**src/rtl/cle_unpack_label_if.sv**
```systemverilog
// Handshake, pattern-ROM and label-SRAM signals between cle_unpack_label and its environment.
interface cle_unpack_label_if #(
    parameter int ROM_W   = 8,
    parameter int ROM_AW  = 7,
    parameter int SRAM_AW = 10,
    parameter int LBL_W   = 8
);
    logic               start;
    logic               mode;
    logic [ROM_AW-1:0]  rom_a;
    logic [ROM_W-1:0]   rom_q;
    logic [SRAM_AW-1:0] sram_a;
    logic [LBL_W-1:0]   sram_d;
    logic               sram_wen;
    logic               busy;
    logic               finish;
    logic               label_ovf;

    // Environment side: issues start/mode and returns ROM data.
    modport master (
        output start, mode, rom_q,
        input  rom_a, sram_a, sram_d, sram_wen, busy, finish, label_ovf
    );

    // Unpacker side.
    modport slave (
        input  start, mode, rom_q,
        output rom_a, sram_a, sram_d, sram_wen, busy, finish, label_ovf
    );
endinterface

```
**src/rtl/cle_unpack_label.sv**
```systemverilog
// Expands a packed ROM image into one SRAM word per pixel, either as a raw
// copy (mode 0) or as first-pass 4-connectivity provisional labels (mode 1).
module cle_unpack_label #(
    parameter int IMG_W   = 32,
    parameter int IMG_H   = 32,
    parameter int ROM_W   = 8,
    parameter int ROM_AW  = 7,
    parameter int SRAM_AW = 10,
    parameter int LBL_W   = 8
) (
    input  logic              clk,
    input  logic              reset,
    cle_unpack_label_if.slave bus
);
    localparam int NWORDS = IMG_W * IMG_H / ROM_W;
    localparam int KW     = (ROM_W > 1) ? $clog2(ROM_W) : 1;
    localparam int CW     = (IMG_W > 1) ? $clog2(IMG_W) : 1;

    localparam logic [ROM_AW-1:0] LAST_W  = ROM_AW'(NWORDS - 1);
    localparam logic [KW-1:0]     LAST_K  = KW'(ROM_W - 1);
    localparam logic [CW-1:0]     LAST_C  = CW'(IMG_W - 1);
    localparam logic [LBL_W-1:0]  MAX_LBL = '1;

    typedef enum logic [2:0] {S_IDLE, S_FETCH, S_LATCH, S_EMIT, S_DONE} state_t;

    state_t             r_state, w_state_next;
    logic               r_mode, r_busy, r_finish, r_ovf;
    logic               r_max_used;   // top label value already handed out once
    logic               r_first_row;
    logic [ROM_AW-1:0]  r_w;
    logic [KW-1:0]      r_k;
    logic [ROM_W-1:0]   r_shift;
    logic [SRAM_AW-1:0] r_pix;
    logic [CW-1:0]      r_col;
    logic [LBL_W-1:0]   r_left;
    logic [LBL_W-1:0]   r_next_label;
    logic [LBL_W-1:0]   r_linebuf [IMG_W];

    logic               w_accept, w_emit, w_pixel, w_new;
    logic [LBL_W-1:0]   w_up, w_label;

    assign w_accept = (r_state == S_IDLE) && bus.start;
    assign w_emit   = (r_state == S_EMIT);
    assign w_pixel  = r_shift[ROM_W-1];
    // Row 0 has no pixel above it; the line buffer is also cleared at start.
    assign w_up     = r_first_row ? '0 : r_linebuf[r_col];
    assign w_new    = w_pixel && (r_left == '0) && (w_up == '0);

    // Provisional label for the current pixel from its left and upper neighbours.
    always_comb begin
        w_label = '0;
        if (w_pixel) begin
            if (w_new)
                w_label = r_next_label;
            else if (r_left == '0)
                w_label = w_up;
            else if (w_up == '0)
                w_label = r_left;
            else
                w_label = (r_left < w_up) ? r_left : w_up;
        end
    end

    // Next-state logic: fetch, latch, then emit ROM_W pixels per word.
    always_comb begin
        w_state_next = r_state;
        case (r_state)
            S_IDLE:  if (bus.start) w_state_next = S_FETCH;
            S_FETCH: w_state_next = S_LATCH;
            S_LATCH: w_state_next = S_EMIT;
            S_EMIT:  if (r_k == LAST_K) w_state_next = (r_w == LAST_W) ? S_DONE : S_FETCH;
            S_DONE:  w_state_next = S_IDLE;
            default: w_state_next = S_IDLE;
        endcase
    end

    // State register plus run counters, shift register and label bookkeeping.
    always_ff @(posedge clk or posedge reset) begin
        if (reset) begin
            r_state      <= S_IDLE;
            r_mode       <= 1'b0;
            r_busy       <= 1'b0;
            r_finish     <= 1'b0;
            r_ovf        <= 1'b0;
            r_max_used   <= 1'b0;
            r_first_row  <= 1'b1;
            r_w          <= '0;
            r_k          <= '0;
            r_shift      <= '0;
            r_pix        <= '0;
            r_col        <= '0;
            r_left       <= '0;
            r_next_label <= LBL_W'(1);
        end else begin
            r_state <= w_state_next;
            case (r_state)
                S_IDLE: begin
                    if (bus.start) begin
                        r_mode       <= bus.mode;
                        r_finish     <= 1'b0;
                        r_ovf        <= 1'b0;
                        r_busy       <= 1'b1;
                        r_max_used   <= 1'b0;
                        r_first_row  <= 1'b1;
                        r_w          <= '0;
                        r_pix        <= '0;
                        r_col        <= '0;
                        r_left       <= '0;
                        r_next_label <= LBL_W'(1);
                    end
                end
                S_LATCH: begin
                    r_shift <= bus.rom_q;
                    r_k     <= '0;
                end
                S_EMIT: begin
                    r_shift <= r_shift << 1;
                    r_k     <= r_k + KW'(1);
                    r_pix   <= r_pix + SRAM_AW'(1);
                    if (r_col == LAST_C) begin
                        r_col       <= '0;
                        r_first_row <= 1'b0;
                        r_left      <= '0;
                    end else begin
                        r_col  <= r_col + CW'(1);
                        r_left <= w_label;
                    end
                    // The top label is valid once; a second request for it means
                    // the label space has run out.
                    if (r_mode && w_new) begin
                        if (r_next_label != MAX_LBL)
                            r_next_label <= r_next_label + LBL_W'(1);
                        else if (r_max_used)
                            r_ovf <= 1'b1;
                        else
                            r_max_used <= 1'b1;
                    end
                    if (r_k == LAST_K) begin
                        if (r_w == LAST_W) begin
                            r_busy   <= 1'b0;
                            r_finish <= 1'b1;
                        end else begin
                            r_w <= r_w + ROM_AW'(1);
                        end
                    end
                end
                default: ;
            endcase
        end
    end

    // Line buffer: previous row's labels, cleared at every accepted start.
    always_ff @(posedge clk or posedge reset) begin
        if (reset) begin
            for (int i = 0; i < IMG_W; i++) r_linebuf[i] <= '0;
        end else if (w_accept) begin
            for (int i = 0; i < IMG_W; i++) r_linebuf[i] <= '0;
        end else if (w_emit && r_mode) begin
            r_linebuf[r_col] <= w_label;
        end
    end

    assign bus.rom_a     = r_w;
    assign bus.sram_a    = r_pix;
    assign bus.sram_wen  = ~w_emit;
    assign bus.sram_d    = w_emit ? (r_mode ? w_label : LBL_W'(w_pixel)) : '0;
    assign bus.busy      = r_busy;
    assign bus.finish    = r_finish;
    assign bus.label_ovf = r_ovf;
endmodule

```
**src/flat_wrapper.sv**
```systemverilog
// flat-port wrapper written by rule: the top's interface ports become plain ports
module cle_unpack_label_flat 
#(
    parameter int IMG_W   = 32,
    parameter int IMG_H   = 32,
    parameter int ROM_W   = 8,
    parameter int ROM_AW  = 7,
    parameter int SRAM_AW = 10,
    parameter int LBL_W   = 8
)
  (clk, reset, bus_start, bus_mode, bus_rom_q, bus_rom_a, bus_sram_a, bus_sram_d, bus_sram_wen, bus_busy, bus_finish, bus_label_ovf);
  cle_unpack_label_if #(.ROM_W(ROM_W), .ROM_AW(ROM_AW), .SRAM_AW(SRAM_AW), .LBL_W(LBL_W)) bus_i ();
  input  logic clk;
  input  logic reset;
  input wire logic [$bits(bus_i.start)-1:0] bus_start;
  input wire logic [$bits(bus_i.mode)-1:0] bus_mode;
  input wire logic [$bits(bus_i.rom_q)-1:0] bus_rom_q;
  output wire logic [$bits(bus_i.rom_a)-1:0] bus_rom_a;
  output wire logic [$bits(bus_i.sram_a)-1:0] bus_sram_a;
  output wire logic [$bits(bus_i.sram_d)-1:0] bus_sram_d;
  output wire logic [$bits(bus_i.sram_wen)-1:0] bus_sram_wen;
  output wire logic [$bits(bus_i.busy)-1:0] bus_busy;
  output wire logic [$bits(bus_i.finish)-1:0] bus_finish;
  output wire logic [$bits(bus_i.label_ovf)-1:0] bus_label_ovf;
  assign bus_i.start = bus_start;
  assign bus_i.mode = bus_mode;
  assign bus_i.rom_q = bus_rom_q;
  assign bus_rom_a = bus_i.rom_a;
  assign bus_sram_a = bus_i.sram_a;
  assign bus_sram_d = bus_i.sram_d;
  assign bus_sram_wen = bus_i.sram_wen;
  assign bus_busy = bus_i.busy;
  assign bus_finish = bus_i.finish;
  assign bus_label_ovf = bus_i.label_ovf;
  cle_unpack_label #(.IMG_W(IMG_W), .IMG_H(IMG_H), .ROM_W(ROM_W), .ROM_AW(ROM_AW), .SRAM_AW(SRAM_AW), .LBL_W(LBL_W)) u_core (.clk(clk), .reset(reset), .bus(bus_i));
endmodule
```
**config.mk**
```make
export PLATFORM = sky130hd
export DESIGN_NAME = cle_unpack_label_flat
export DESIGN_NICKNAME = d
export VERILOG_FILES = /design/src/rtl/cle_unpack_label_if.sv /design/src/rtl/cle_unpack_label.sv /design/src/flat_wrapper.sv
export SDC_FILE = /design/constraint.sdc
export NUM_CORES = 1
export LEC_CHECK = 0
export ABC_AREA = 1
export CAP_MARGIN = 5
export CORE_AREA = 3 3 220 222
export CTS_BUF_LIST = sky130_fd_sc_hd__clkbuf_8 sky130_fd_sc_hd__clkbuf_16
export DETAILED_ROUTE_END_ITERATION = 16
export DIE_AREA = 0 0 223 225
export HOLD_SLACK_MARGIN = 0.1
export PLACE_DENSITY = 0.55
export SKIP_CTS_REPAIR_TIMING = 1
export SYNTH_ARGS = -nofsm -noshare
export SYNTH_HDL_FRONTEND = slang
export SYNTH_SLANG_ARGS = --single-unit
```
**constraint.sdc**
```tcl
create_clock -name clk -period 10.35 [get_ports clk]
set_input_delay 2.07 -clock clk [delete_from_list [all_inputs] [get_ports clk]]
set_output_delay 2.07 -clock clk [all_outputs]
set_load 0.03 [all_outputs]
```
==> impl_metrics.tcl <==
set metrics [dict create \
    synth_edf_count 0 \
    power.total_mw 3.11 \
    rows 79 \
    cp-end-kind "output port" \
    worst_pin_slew_ns 1.03 \
    coreArea_mm2 0.0466 \
    setup_violations 0 \
    ys_seq_area_share_pct 48.5 \
    cts.sinks 314 \
    r2r_cells 20 \
    grt_setup_unrepaired "false" \
    cts_htree_levels 2 \
    cts_inserted_buffers 39 \
    io_pins 41 \
    max_cap_viol_count 0 \
    ir_drop_mv 0.181 \
    syn_nets 2180 \
    grt_pass1_wl_um 87000 \
    setup_tns_ns 0 \
    min_to "u_core.r_first_row" \
    ys_types 40 \
    antenna_found_initial 0 \
    totalWireLength_um 55300 \
    track_usage_pct 21.9 \
    final_area_mm2 0.0183 \
    rrSetupSlack_ns 5.22 \
    final_net_count 2184 \
    worst_clock_skew_ns 0.0149 \
    die-area_mm2 0.0502 \
    clk_pin_slew_ns 0.06 \
    cts_root_buf "clkbuf_16" \
    routed_via_density 5.44 \
    clock_latency_ns 0.56 \
    hold_start "u_core.r_first_row" \
    drive_gt1_share_pct 6.50 \
    cts_tree "built" \
    hold_viol 0 \
    ys_async_sr_fraction_pct 100 \
    arrival_ns 6.12 \
    io_buffers 40 \
    vias 15200 \
    finalMaxSlewViolations 0 \
    first_pass_iters 5 \
    syn_area_mm2 0.0162 \
    period_needed_ns 8.19 \
    place_area_mm2 0.0170 \
    relSlewSlack_pct 30.6 \
    start_util_pct 34.8 \
    yosys.area.top_type_share_pct 48.2 \
    die_y_um 225 \
    critPathLaunchType "flip-flop" \
    critPathMaxFanout 53 \
    fp.dieW_um 223 \
    synth.largest_area_cell "dfrtp_1" \
    whs_ns 0.474 \
    min_path_type "flip-flop to flip-flop" \
    place_congestion 0.993 \
    yosys_register_bits 314 \
    syn2layout_area_growth_pct 12.9 \
    ant_nets 0 \
    drt_first_iter_violations 1621 \
    yosys-top-cells-count "nand2_1 (798), dfrtp_1 (312), nand3_1 (274), nor2_1 (218), o21ai_0 (111)" \
    whs_path_depth 2 \
    critPathKind "flip-flop to output port" \
    overflow 0 \
    synthCells 2151 \
    yosys_warnings 0 \
    grt_pass1_vias 14700 \
    fmax_mhz 122 \
    cts_buffer_depth 3 \
    finalCritPeriodShare_pct 79.2 \
    yosys-top-cells-area "dfrtp_1 (48%), nand2_1 (18%), nand3_1 (8.5%)" \
    p_per_area_mw_per_mm2 170 \
    timing.rr.start "u_core.r_col[0]" \
    antenna_cells 0 \
    pre_cts_ws_ns 2.86 \
    leakagePower_nw 8.26 \
    status "finished clean" \
    dp_hpwl_um 33100 \
    drc_errors 0 \
    yosysMostFrequentCell "nand2_1" \
    syn_avg_cell_area_um2 7.54 \
    worstReg2RegEnd "u_core.r_linebuf[81]" \
    synthFlopType "dfrtp_1" \
    grt_max_degree 89 \
    timing.final.ws_setup_ns 2.16 \
    fillers 4807 \
    required_ns 8.28 \
    post_drt_wl_per_cell_um 19.8 \
]
==> cell type report <==
type / count / area [um^2] / area share (%)
clock buffer: 49 / 1110 / 6.08
clock inverter: 20 / 163 / 0.889
inverter: 96 / 372 / 2.03
multi-input combinational: 1627 / 7350 / 40.2
sequential: 314 / 7870 / 43.0
tap: 607 / 759 / 4.15
timing repair buffer: 77 / 678 / 3.70
==> per-stage QoR <==
step,cells,util [%]
4_1_cts,2790,39.3
5_1_grt,2790,39.3
3_5_place_dp,2721,36.6
2_1_floorplan,2151,-
3_3_place_gp,2721,36.6
6_report,2790,39.3
==> worst max-delay path by stage <==
stage / start / end / slack (ns) / cells past startpoint
after detailed placement: u_core.r_col[0] / bus_sram_d[3] / 2.86 / 21
after global placement: u_core.r_col[0] / bus_sram_d[3] / 2.85 / 21
final: u_core.r_col[0] / bus_sram_d[3] / 2.16 / 21
after global routing: u_core.r_col[0] / bus_sram_d[0] / 1.83 / 21
after CTS: u_core.r_col[0] / bus_sram_d[3] / 2.26 / 21
after floorplan: reset / u_core.bus.busy / 4.10 / 1
==> cells in the final DEF (no fill, tap or decap), types with 3 or more instances in the layout <==
master           netlist  routed
nand2_1              798     798
dfrtp_1              312     310
nand3_1              274     274
nor2_1               218     217
o21ai_0              111     111
inv_1                 87      93
o22ai_1               56      56
nand4_1               43      43
clkdlybuf4s50_1        0      40
clkbuf_16              0      39
buf_4                 27      37
o21ai_1               25      25
ha_1                  17      17
a21oi_1               15      15
nor3_1                16      15
clkbuf_8               0      10
nor4_1                 6       6
or2_2                  6       6
clkinv_2               0       6
nor2_2                 4       5
nand2_2                5       5
nand3_2                5       5
a21oi_4                3       5
clkinv_1               4       4
inv_6                  1       4
a22o_1                 4       4
xor2_1                 4       4
inv_2                  4       3
nor2_4                 3       3
==> cell families (layout without fill, tap and decap cells) <==
logic type,count (synthesis),count (layout),synth area share [%]
fa+ha+maj,17,17,1.31
buf+inv,210,242,6.28
xor+xnor,4,4,0.216
flops,314,314,48.5
compound gates,223,223,7.80
simple gates,1383,1383,35.9
==> power breakdown <==
| group | internal (mW) | switching, mW | total, mW |
|---|---|---|---|
| Sequential | 1.24 | 0.0143 | 1.25 |
| Clock | 0.811 | 0.554 | 1.36 |
| Combinational | 0.0663 | 0.424 | 0.490 |
==> sequential cells by signal, summed over array words and instances (netlist names), 3 cells and up <==
name,cells
u_core.r_shift,8
u_core.r_k,3
u_core.r_state,3
u_core.r_next_label,8
u_core.bus.sram_a,10
u_core.bus.rom_a,7
u_core.r_linebuf,256
u_core.r_left,8
u_core.r_col,5
==> metal layers <==
| layer | global-route usage [%] | wire length [um] | vias up |
|---|---|---|---|
| met5 | 0 | 0 | - |
| met4 | 8.10 | 1980 | 0 |
| met3 | 3.50 | 3810 | 120 |
| met2 | 33.3 | 24200 | 619 |
| met1 | 31.5 | 25300 | 7387 |
| li1 | - | - | 7042 |
==> worst max-delay path: stages, from the launching register on <==
cell	delay (ns)
dfrtp_4	0.69
inv_4	0.40
buf_4	0.57
o21ai_0	0.16
o22ai_1	0.30
nand2_1	0.15
nand2_1	0.09
nor2_1	0.05
nand4_1	0.07
nand2_1	0.10
ha_1	0.35
nand2_1	0.08
nor2_1	0.05
a211oi_1	0.18
nand2_1	0.10
nand2_2	0.18
nand2_2	0.15
nand2_1	0.11
nand3_2	0.73
nand2_1	0.34
nor2_1	0.06
clkdlybuf4s50_1	0.60
Note: power is estimated with default switching activity, not from simulation.
